### src/rtl/inject_merge.sv
`default_nettype none
// ============================================================================
// Module   : inject_merge
// Purpose  : Merges NCH valid/ready input channels into one output stream.
//            Two runtime modes: OR-combine (every valid channel merged into a
//            single beat) and round-robin pass-through (one channel per beat).
//            Output is held in a 2-entry registered FIFO so in_ready never
//            depends on out_ready.
// Ports    : clk, rst_n        - clock, asynchronous active-low reset
//            or_mode           - requested mode (1 = OR, 0 = round-robin)
//            in_valid/in_ready - per-channel handshake (bit k = channel k)
//            in_data           - channel k at [k*WIDTH +: WIDTH]
//            out_valid/out_ready/out_data/out_src - FIFO head beat
//            mode_q            - mode currently in force
//            beat_cnt          - saturating count of output transfers
// Revision : 1.0 - initial release
// ============================================================================
module inject_merge #(
  parameter int NCH   = 2,
  parameter int WIDTH = 8,
  parameter int CNT_W = 16
) (
  input  logic                 clk,
  input  logic                 rst_n,
  input  logic                 or_mode,
  input  logic [NCH-1:0]       in_valid,
  output logic [NCH-1:0]       in_ready,
  input  logic [NCH*WIDTH-1:0] in_data,
  output logic                 out_valid,
  input  logic                 out_ready,
  output logic [WIDTH-1:0]     out_data,
  output logic [NCH-1:0]       out_src,
  output logic                 mode_q,
  output logic [CNT_W-1:0]     beat_cnt
);

  localparam int PTR_W = (NCH > 1) ? $clog2(NCH) : 1;
  localparam logic [PTR_W-1:0] LAST_CH = PTR_W'(NCH - 1);

  // FIFO storage: head entry drives the outputs, tail is the second slot.
  logic [1:0]       count_q,     count_d;
  logic [WIDTH-1:0] head_data_q, head_data_d;
  logic [NCH-1:0]   head_src_q,  head_src_d;
  logic [WIDTH-1:0] tail_data_q, tail_data_d;
  logic [NCH-1:0]   tail_src_q,  tail_src_d;
  logic             mode_d;
  logic [PTR_W-1:0] ptr_q,       ptr_d;
  logic [CNT_W-1:0] beat_cnt_q,  beat_cnt_d;

  logic             space;
  logic             found;
  logic [PTR_W-1:0] grant_idx;
  logic [NCH-1:0]   grant_oh;
  logic [NCH-1:0]   accept;
  logic             push;
  logic             pop;
  logic [WIDTH-1:0] push_data;

  // Round-robin arbiter: lowest valid channel at or above ptr, otherwise the
  // lowest valid channel overall (the wrap-around). Descending loops leave
  // the lowest matching index as the final assignment.
  always_comb begin
    found     = 1'b0;
    grant_idx = '0;
    for (int k = NCH - 1; k >= 0; k--) begin
      if (in_valid[k] && (PTR_W'(k) >= ptr_q)) begin
        grant_idx = PTR_W'(k);
        found     = 1'b1;
      end
    end
    if (!found) begin
      for (int k = NCH - 1; k >= 0; k--) begin
        if (in_valid[k]) begin
          grant_idx = PTR_W'(k);
          found     = 1'b1;
        end
      end
    end
    grant_oh = found ? (NCH'(1) << grant_idx) : '0;
  end

  // Space comes from the registered count only; rst_n gating keeps in_ready
  // low for the whole reset window.
  assign space    = (count_q != 2'd2) & rst_n;
  assign in_ready = mode_q ? {NCH{space}} : (space ? grant_oh : '0);
  assign accept   = in_valid & in_ready;
  assign push     = |accept;
  assign pop      = (count_q != 2'd0) & out_ready;

  // The accepted mask is all valid channels in OR mode and the one-hot grant
  // in round-robin mode, so one OR-reduction serves both modes.
  always_comb begin
    push_data = '0;
    for (int k = 0; k < NCH; k++) begin
      if (accept[k]) begin
        push_data = push_data | in_data[k*WIDTH +: WIDTH];
      end
    end
  end

  always_comb begin
    count_d     = count_q;
    head_data_d = head_data_q;
    head_src_d  = head_src_q;
    tail_data_d = tail_data_q;
    tail_src_d  = tail_src_q;
    case (count_q)
      2'd0: begin
        if (push) begin
          head_data_d = push_data;
          head_src_d  = accept;
          count_d     = 2'd1;
        end
      end
      2'd1: begin
        if (push && pop) begin
          head_data_d = push_data;
          head_src_d  = accept;
        end else if (push) begin
          tail_data_d = push_data;
          tail_src_d  = accept;
          count_d     = 2'd2;
        end else if (pop) begin
          head_data_d = '0;
          head_src_d  = '0;
          count_d     = 2'd0;
        end
      end
      2'd2: begin
        // No push is possible while full.
        if (pop) begin
          head_data_d = tail_data_q;
          head_src_d  = tail_src_q;
          tail_data_d = '0;
          tail_src_d  = '0;
          count_d     = 2'd1;
        end
      end
      default: begin
        count_d = 2'd0;
      end
    endcase
  end

  // Mode only switches when nothing is buffered and nothing enters, so a
  // mode change can never split or reorder queued beats.
  assign mode_d = ((count_q == 2'd0) && !push) ? or_mode : mode_q;

  assign ptr_d = (!mode_q && push) ? ((grant_idx == LAST_CH) ? '0 : grant_idx + 1'b1)
                                   : ptr_q;

  assign beat_cnt_d = (pop && (beat_cnt_q != '1)) ? beat_cnt_q + 1'b1 : beat_cnt_q;

  always_ff @(posedge clk or negedge rst_n) begin
    if (!rst_n) begin
      count_q     <= 2'd0;
      head_data_q <= '0;
      head_src_q  <= '0;
      tail_data_q <= '0;
      tail_src_q  <= '0;
      mode_q      <= 1'b0;
      ptr_q       <= '0;
      beat_cnt_q  <= '0;
    end else begin
      count_q     <= count_d;
      head_data_q <= head_data_d;
      head_src_q  <= head_src_d;
      tail_data_q <= tail_data_d;
      tail_src_q  <= tail_src_d;
      mode_q      <= mode_d;
      ptr_q       <= ptr_d;
      beat_cnt_q  <= beat_cnt_d;
    end
  end

  assign out_valid = (count_q != 2'd0);
  assign out_data  = head_data_q;
  assign out_src   = head_src_q;
  assign beat_cnt  = beat_cnt_q;

endmodule
`default_nettype wire
### config.mk
export PLATFORM = sky130hd
export DESIGN_NAME = inject_merge
export DESIGN_NICKNAME = d
export VERILOG_FILES = /design/src/rtl/inject_merge.sv
export SDC_FILE = /design/constraint.sdc
export NUM_CORES = 1
export LEC_CHECK = 0
export CORE_ASPECT_RATIO = 1.25
export CORE_MARGIN = 2
export CORE_UTILIZATION = 44
export DETAILED_ROUTE_END_ITERATION = 10
export MAX_ROUTING_LAYER = met4
export PLACE_DENSITY = 0.73
export REMOVE_ABC_BUFFERS = 1
export SLEW_MARGIN = 20
export SYNTH_ARGS = -nofsm -noshare
export SYNTH_HDL_FRONTEND = slang
export SYNTH_SLANG_ARGS = --single-unit
### constraint.sdc
create_clock -name clk -period 2.4 [get_ports clk]
set_clock_uncertainty 0.2 [all_clocks]
set_input_delay 0.6 -clock clk [delete_from_list [all_inputs] [get_ports clk]]
set_output_delay 0.6 -clock clk [all_outputs]
set_load 0.05 [all_outputs]
# --- Yosys cells after proc, flatten, opt, wreduce, memory -nomap -nowiden ---
# Index checks and enable logic that the tools add are counted.
op_classes:
  addsub: 2
  bitwise: 4
  n_mux: 36
  n_eq_ne: 11
  reduce_logical: 16
  order_cmp: 2
  n_shift: 1
ops:
  columns: ["op", "n"]
  rows:
  - ["$mux 8", 8]
  - ["$mux 2", 13]
  - ["$pmux 8 s3", 1]
  - ["$add 16x1->16 const B", 1]
  - ["$ne 16x16->1 const B", 1]
  - ["$pmux 8 s2", 1]
  - ["$pmux 2 s3", 2]
  - ["$mux 1", 10]
  - ["$ne 2x2->1 const B", 5]
  - ["$ne 3x3->1 const B", 3]
  - ["$or 8x8->8", 1]
  - ["$reduce_and 4->1", 2]
  - ["$logic_and 1x1->1", 6]
  - ["$reduce_and 5->1", 1]
  - ["$pmux 2 s2", 1]
  - ["$reduce_bool 2->1", 2]
  - ["$reduce_bool 3->1", 1]
  - ["$and 1x1->1", 2]
  - ["$and 2x2->2", 1]
  - ["$eq 2x1->1 const B", 1]
  - ["$eq 2x2->1 const B", 1]
  - ["$ge 1x1->1 const A", 2]
  - ["$logic_not 1->1", 2]
  - ["$logic_not 2->1", 1]
  - ["3 further kinds", 3]
word_totals:
  ff_bits: 40
  word_cells: 80

# --- Logic depth before layout (Yosys ltp) ---
logic_depth:
  word_depth: 18
  mapped_depth: 8
  mapped_depth_nobuf: 6

# --- Least setup slack after synthesis ---
# Ideal clock, no wire load.
synth_path:
  path_kind: "reg2out"
  start: "register count_q[0]"
  end: "output port in_ready[1]"
  n_path_buf: 2
  setup_slack_ns: -0.322
  stages_incl_launch_ff: 7
  arrival_ns: 1.922
  cell_sequence: "dfrtp_1 inv_1 ha_1 nand2b_4 buf_6 clkbuf_1 a21oi_1"
synth_via:
  elab_chain_cells: 4
synth_rtl:
  columns: ["item", "line_no", "source"]
  rows:
  - ["start, declared", "41", "logic [1:0] count_q, count_d;"]
  - ["start signal, assigned", "165", "count_q <= count_d;"]
  - ["$ne 2x2->1 (*)", "84", "assign space = (count_q != 2'd2) & rst_n;"]
  - ["$and 1x1->1 (*)", "84", null]
  - ["$mux 2", "85", "assign in_ready = mode_q ? {NCH{space}} : (space ? grant_oh : '0);"]
  - ["$mux 2 (*)", "85", null]
  - ["end, declared", "27", "output logic [NCH-1:0] in_ready,"]
# Every way passes the cells marked *; elsewhere a longest branch is shown, timed or not.

# --- Worst setup path in the final report ---
layout_path:
  start: "register beat_cnt_q[12] (netlist: beat_cnt[12])"
  end: "output port beat_cnt[12]"
layout_rtl:
  columns: ["item", "line_no", "source"]
  rows:
  - ["start, declared", "48", "logic [CNT_W-1:0] beat_cnt_q, beat_cnt_d;"]
  - ["start signal, assigned", "172", "beat_cnt_q <= beat_cnt_d;"]
  - ["end, declared", "34", "output logic [CNT_W-1:0] beat_cnt"]
# No word-level cell between the ends.

==> run_summary.xml <==
<?xml version="1.0" encoding="UTF-8"?>
<metrics>
  <group name="synthesis">
    <metric name="synth_top_flop_cell" unit="">sky130_fd_sc_hd__dfrtp_1</metric>
    <metric name="ys_types" unit="">40</metric>
    <metric name="postSynthCellCount" unit="">247</metric>
    <metric name="syn_area" unit="mm²">0.00222</metric>
    <metric name="synth.largest_area_cell" unit="">sky130_fd_sc_hd__dfrtp_1</metric>
    <metric name="synthTopCellsByArea" unit="">sky130_fd_sc_hd__dfrtp_1 45%, sky130_fd_sc_hd__nand2_1 5.9%, sky130_fd_sc_hd__nor3_1 5.4%</metric>
    <metric name="asyncSetResetFlopFracSynth" unit="%">100</metric>
    <metric name="yosys.area.top_type_share" unit="%">45.1</metric>
    <metric name="postSynthAreaPerCell" unit="µm²">8.99</metric>
    <metric name="synth-seq-area-share" unit="%">45.1</metric>
    <metric name="yosysWarnings" unit="">0</metric>
    <metric name="postSynthRegisterBits" unit="">40</metric>
    <metric name="synth-edff-count" unit="">0</metric>
  </group>
  <group name="cts">
    <metric name="htree_num_levels" unit="">2</metric>
    <metric name="clk_transition_reported_paths" unit="ps">80</metric>
    <metric name="root_buffer_selected_by_cts" unit="">sky130_fd_sc_hd__clkbuf_8</metric>
    <metric name="cts_inserted_buffers" unit="">5</metric>
    <metric name="cts.sinks" unit="">40</metric>
    <metric name="cts-hold-fix-buffers" unit="">0</metric>
    <metric name="clockBufferDepth" unit="">2</metric>
    <metric name="cts_tree" unit="">built</metric>
    <metric name="clock_latency" unit="ps">300</metric>
  </group>
  <group name="timing">
    <metric name="setup_repair_after_global_routing_missed_its_margin" unit="">no</metric>
    <metric name="relSlewSlack" unit="%">63.5</metric>
    <metric name="fin_crit" unit="ps">2360</metric>
    <metric name="timing.fmax" unit="GHz">0.425</metric>
    <metric name="holdWs" unit="ps">231</metric>
    <metric name="final_min_period_over_clock_period" unit="%">98.1</metric>
    <metric name="report.final.slew_viol_count" unit="">0</metric>
    <metric name="final-hold-violation-count" unit="">0</metric>
    <metric name="worst-slew-pin-transition" unit="ps">542</metric>
    <metric name="setup_slack" unit="ps">44.7</metric>
    <metric name="finalSetupViolCount" unit="">0</metric>
  </group>
  <group name="global_routing">
    <metric name="globalRouteTotalUtil" unit="%">21.0</metric>
    <metric name="grt_antenna_before_repair" unit="">0</metric>
    <metric name="grt_remaining_overflow" unit="">0</metric>
    <metric name="grt.met1_usage" unit="%">26.6</metric>
    <metric name="busiest_layer" unit="">met2</metric>
    <metric name="grt_start_max_net_pins" unit="">41</metric>
    <metric name="met3_usage" unit="%">3.93</metric>
    <metric name="met2_usage" unit="%">33.7</metric>
    <metric name="grt_pass1_wl" unit="µm">9080</metric>
    <metric name="vias_in_the_first_global_route" unit="">2000</metric>
  </group>
  <group name="placed_design">
    <metric name="dp_hpwl" unit="µm">3840</metric>
    <metric name="pre_cts_ws" unit="ps">-213</metric>
    <metric name="place_congestion" unit="">0.842</metric>
    <metric name="place.port_buffers" unit="">51</metric>
  </group>
  <group name="final_layout">
    <metric name="multi_input_gate_area_in_the_final_layout" unit="mm²">0.00115</metric>
    <metric name="num-nets-final" unit="">346</metric>
    <metric name="leading_cell_type_in_the_layout_fill_and_taps_excluded" unit="">sky130_fd_sc_hd__dfrtp_1</metric>
    <metric name="ff_latch_area" unit="mm²">0.00100</metric>
    <metric name="share_of_layout_cells_above_drive_strength_1" unit="%">18.4</metric>
    <metric name="fillers" unit="">425</metric>
    <metric name="area_growth" unit="%">38.8</metric>
    <metric name="layout_common_cells" unit="">40 x sky130_fd_sc_hd__dfrtp_1, 35 x sky130_fd_sc_hd__nand2_1, 34 x sky130_fd_sc_hd__clkdlybuf4s50_1</metric>
    <metric name="num_antenna_cells" unit="">0</metric>
  </group>
  <group name="routing">
    <metric name="routed_wl" unit="µm">5400</metric>
    <metric name="drc_errors" unit="">0</metric>
    <metric name="detailedRoute.firstIterationViolations" unit="">132</metric>
    <metric name="number_of_vias_after_detailed_routing" unit="">2049</metric>
    <metric name="detail_route.vias_per_cell" unit="">5.39</metric>
    <metric name="remaining_number_of_nets_flagged_by_the_antenna_check_after_routing" unit="">0</metric>
    <metric name="routedWlPerCell" unit="µm">14.2</metric>
    <metric name="detailedRoute.firstPassIterationCount" unit="">4</metric>
  </group>
  <group name="setup_path">
    <metric name="cp_max_fo" unit="">6</metric>
    <metric name="max_stage_delay" unit="ps">840</metric>
    <metric name="cpMaxStageDelayCell" unit="">sky130_fd_sc_hd__clkdlybuf4s50_1</metric>
    <metric name="sum_of_buffers_and_inverters_on_the_critical_path" unit="">1</metric>
    <metric name="critical_path_class" unit="">register to output port</metric>
    <metric name="worst_setup_path_end_kind" unit="">output port</metric>
    <metric name="cp_data_required_time" unit="ps">1600</metric>
    <metric name="element_type_at_the_critical_path_start" unit="">register</metric>
    <metric name="arrival" unit="ps">1560</metric>
    <metric name="crit_family" unit="">buffers and inverters</metric>
    <metric name="timing.critical_path.cells" unit="">clkdlybuf4s50_1</metric>
  </group>
  <group name="pwr">
    <metric name="share_seq_of_total_power" unit="%">30.0</metric>
    <metric name="p_leak" unit="nW">1.40</metric>
    <metric name="cell_pwr_density" unit="mW/mm²">1270</metric>
    <metric name="power" unit="W">0.00392</metric>
    <metric name="vdd_drop_max" unit="V">0.000840</metric>
    <metric name="share_comb_of_total_power" unit="%">56.0</metric>
    <metric name="internal_power" unit="W">0.00212</metric>
    <metric name="clock_power_share" unit="%">14.0</metric>
    <metric name="power_switching" unit="W">0.00181</metric>
    <metric name="switching_share" unit="%">46.0</metric>
  </group>
  <group name="floorplanning">
    <metric name="pin_count" unit="">52</metric>
    <metric name="die_w" unit="µm">67.5</metric>
    <metric name="area_of_the_core" unit="mm²">0.00480</metric>
    <metric name="initial_core_util" unit="%">46.3</metric>
    <metric name="fp.dieArea" unit="mm²">0.00564</metric>
    <metric name="placementRows" unit="">28</metric>
    <metric name="dieHeight" unit="µm">83.4</metric>
  </group>
  <group name="status">
    <metric name="run_status" unit="">complete, no violations</metric>
  </group>
  <group name="job">
    <metric name="max_cap_viol_count" unit="">0</metric>
  </group>
  <group name="worst_hold_path">
    <metric name="hold_path.class" unit="">input port to asynchronous set/reset pin</metric>
  </group>
</metrics>
[routing by layer]
metal  routed length, µm  part of all wire [%]
met1                2390                    44
met2                2610                    48
met3                 343                   6.3
met4                  61                   1.1
met5                   0                     0
[what timing repair did]
action	CTS	global route
resized for setup	7	6
endpoints found under the setup margin	2	14
endpoints found under the hold margin	0	0
buffers inserted	0	5
pin swaps	1	0
[flip-flops by register name (all words and copies together) (netlist names)]
signal and cells:
mode_q 1, ptr_q 1, out_src 2, tail_src_q 2, tail_data_q 8, out_data 8
beat_cnt 16, count_q 2
[path summary, 6_finish.rpt]
| path | startpoint | end | slack (ps) | cells after the start |
|---|---|---|---|---|
| max reg2reg | count_q[1]$_DFFE_PN0P_ | out_data[6]$_DFFE_PN0P_ | 190 | 7 |
| min | rst_n | out_data[0]$_DFFE_PN0P_ | 230 | 2 |
| max | beat_cnt[12]$_DFFE_PN0P_ | beat_cnt[12] | 40 | 1 |
| min reg2reg | tail_src_q[1]$_DFFE_PN0P_ | tail_src_q[1]$_DFFE_PN0P_ | 310 | 1 |
| max in group asynchronous | rst_n | out_src[0]$_DFFE_PN0P_ | 1410 | 2 |
| min in group clk | tail_src_q[1]$_DFFE_PN0P_ | tail_src_q[1]$_DFFE_PN0P_ | 310 | 1 |
[cell families after synthesis]
group | count (synthesis) | share of synthesized area [%]
AOI/OAI and AO/OA | 42 | 12.7
xor gates and xnor gates | 14 | 5.52
adders and majority gates | 5 | 2.82
buffers and inverters | 18 | 3.89
DFF | 40 | 45.1
muxes | 7 | 3.49
and+or+nand+nor | 121 | 26.5
[through the flow]
stage	cells	utilization, %	area, µm²	TNS (ps)
2_1_floorplan	235	-	2160	-3570
3_3_place_gp	367	60.6	2910	-229
3_5_place_dp	367	60.6	2910	-1020
4_1_cts	375	63.1	3030	0
5_1_grt	380	64.2	3080	0
6_report	380	64.2	3080	0
[power by group through the flow]
| stage | logic [W] | registers, W | clock network [W] |
|---|---|---|---|
| 2_1_floorplan | 0.000838 | 0.00171 | 0 |
| 3_3_place_gp | 0.00210 | 0.00118 | 0 |
| 3_5_place_dp | 0.00214 | 0.00119 | 0 |
| 4_1_cts | 0.00216 | 0.00118 | 0.000567 |
| 5_1_grt | 0.00238 | 0.00122 | 0.000593 |
| 6_report | 0.00220 | 0.00118 | 0.000551 |
[cells in the mapped netlist, types with 3 or more instances]
library cell and n:
sky130_fd_sc_hd__inv_1 6, sky130_fd_sc_hd__dfrtp_1 40, sky130_fd_sc_hd__mux2_2 6, sky130_fd_sc_hd__o21ai_0 12, sky130_fd_sc_hd__nor3b_1 3, sky130_fd_sc_hd__nand4_1 5
sky130_fd_sc_hd__ha_1 5, sky130_fd_sc_hd__a21oi_1 12, sky130_fd_sc_hd__nor4_1 3, sky130_fd_sc_hd__clkbuf_1 6, sky130_fd_sc_hd__nand2_1 35, sky130_fd_sc_hd__nand3_1 5
sky130_fd_sc_hd__xor2_1 12, sky130_fd_sc_hd__buf_2 3, sky130_fd_sc_hd__a31oi_1 9, sky130_fd_sc_hd__nor3_1 24, sky130_fd_sc_hd__nor2_1 31
[cell type report]
| cell class | count | area share, % |
|---|---|---|
| Clock inverter | 2 | 1.14 |
| Inverter | 6 | 0.731 |
| Timing Repair Buffer | 77 | 23.5 |
| Sequential cell | 40 | 32.5 |
| Clock buffer | 6 | 2.35 |
| Multi-Input combinational cell | 189 | 37.4 |
| Tap cell | 60 | 2.44 |
Note: power is estimated with default switching activity, not from simulation.
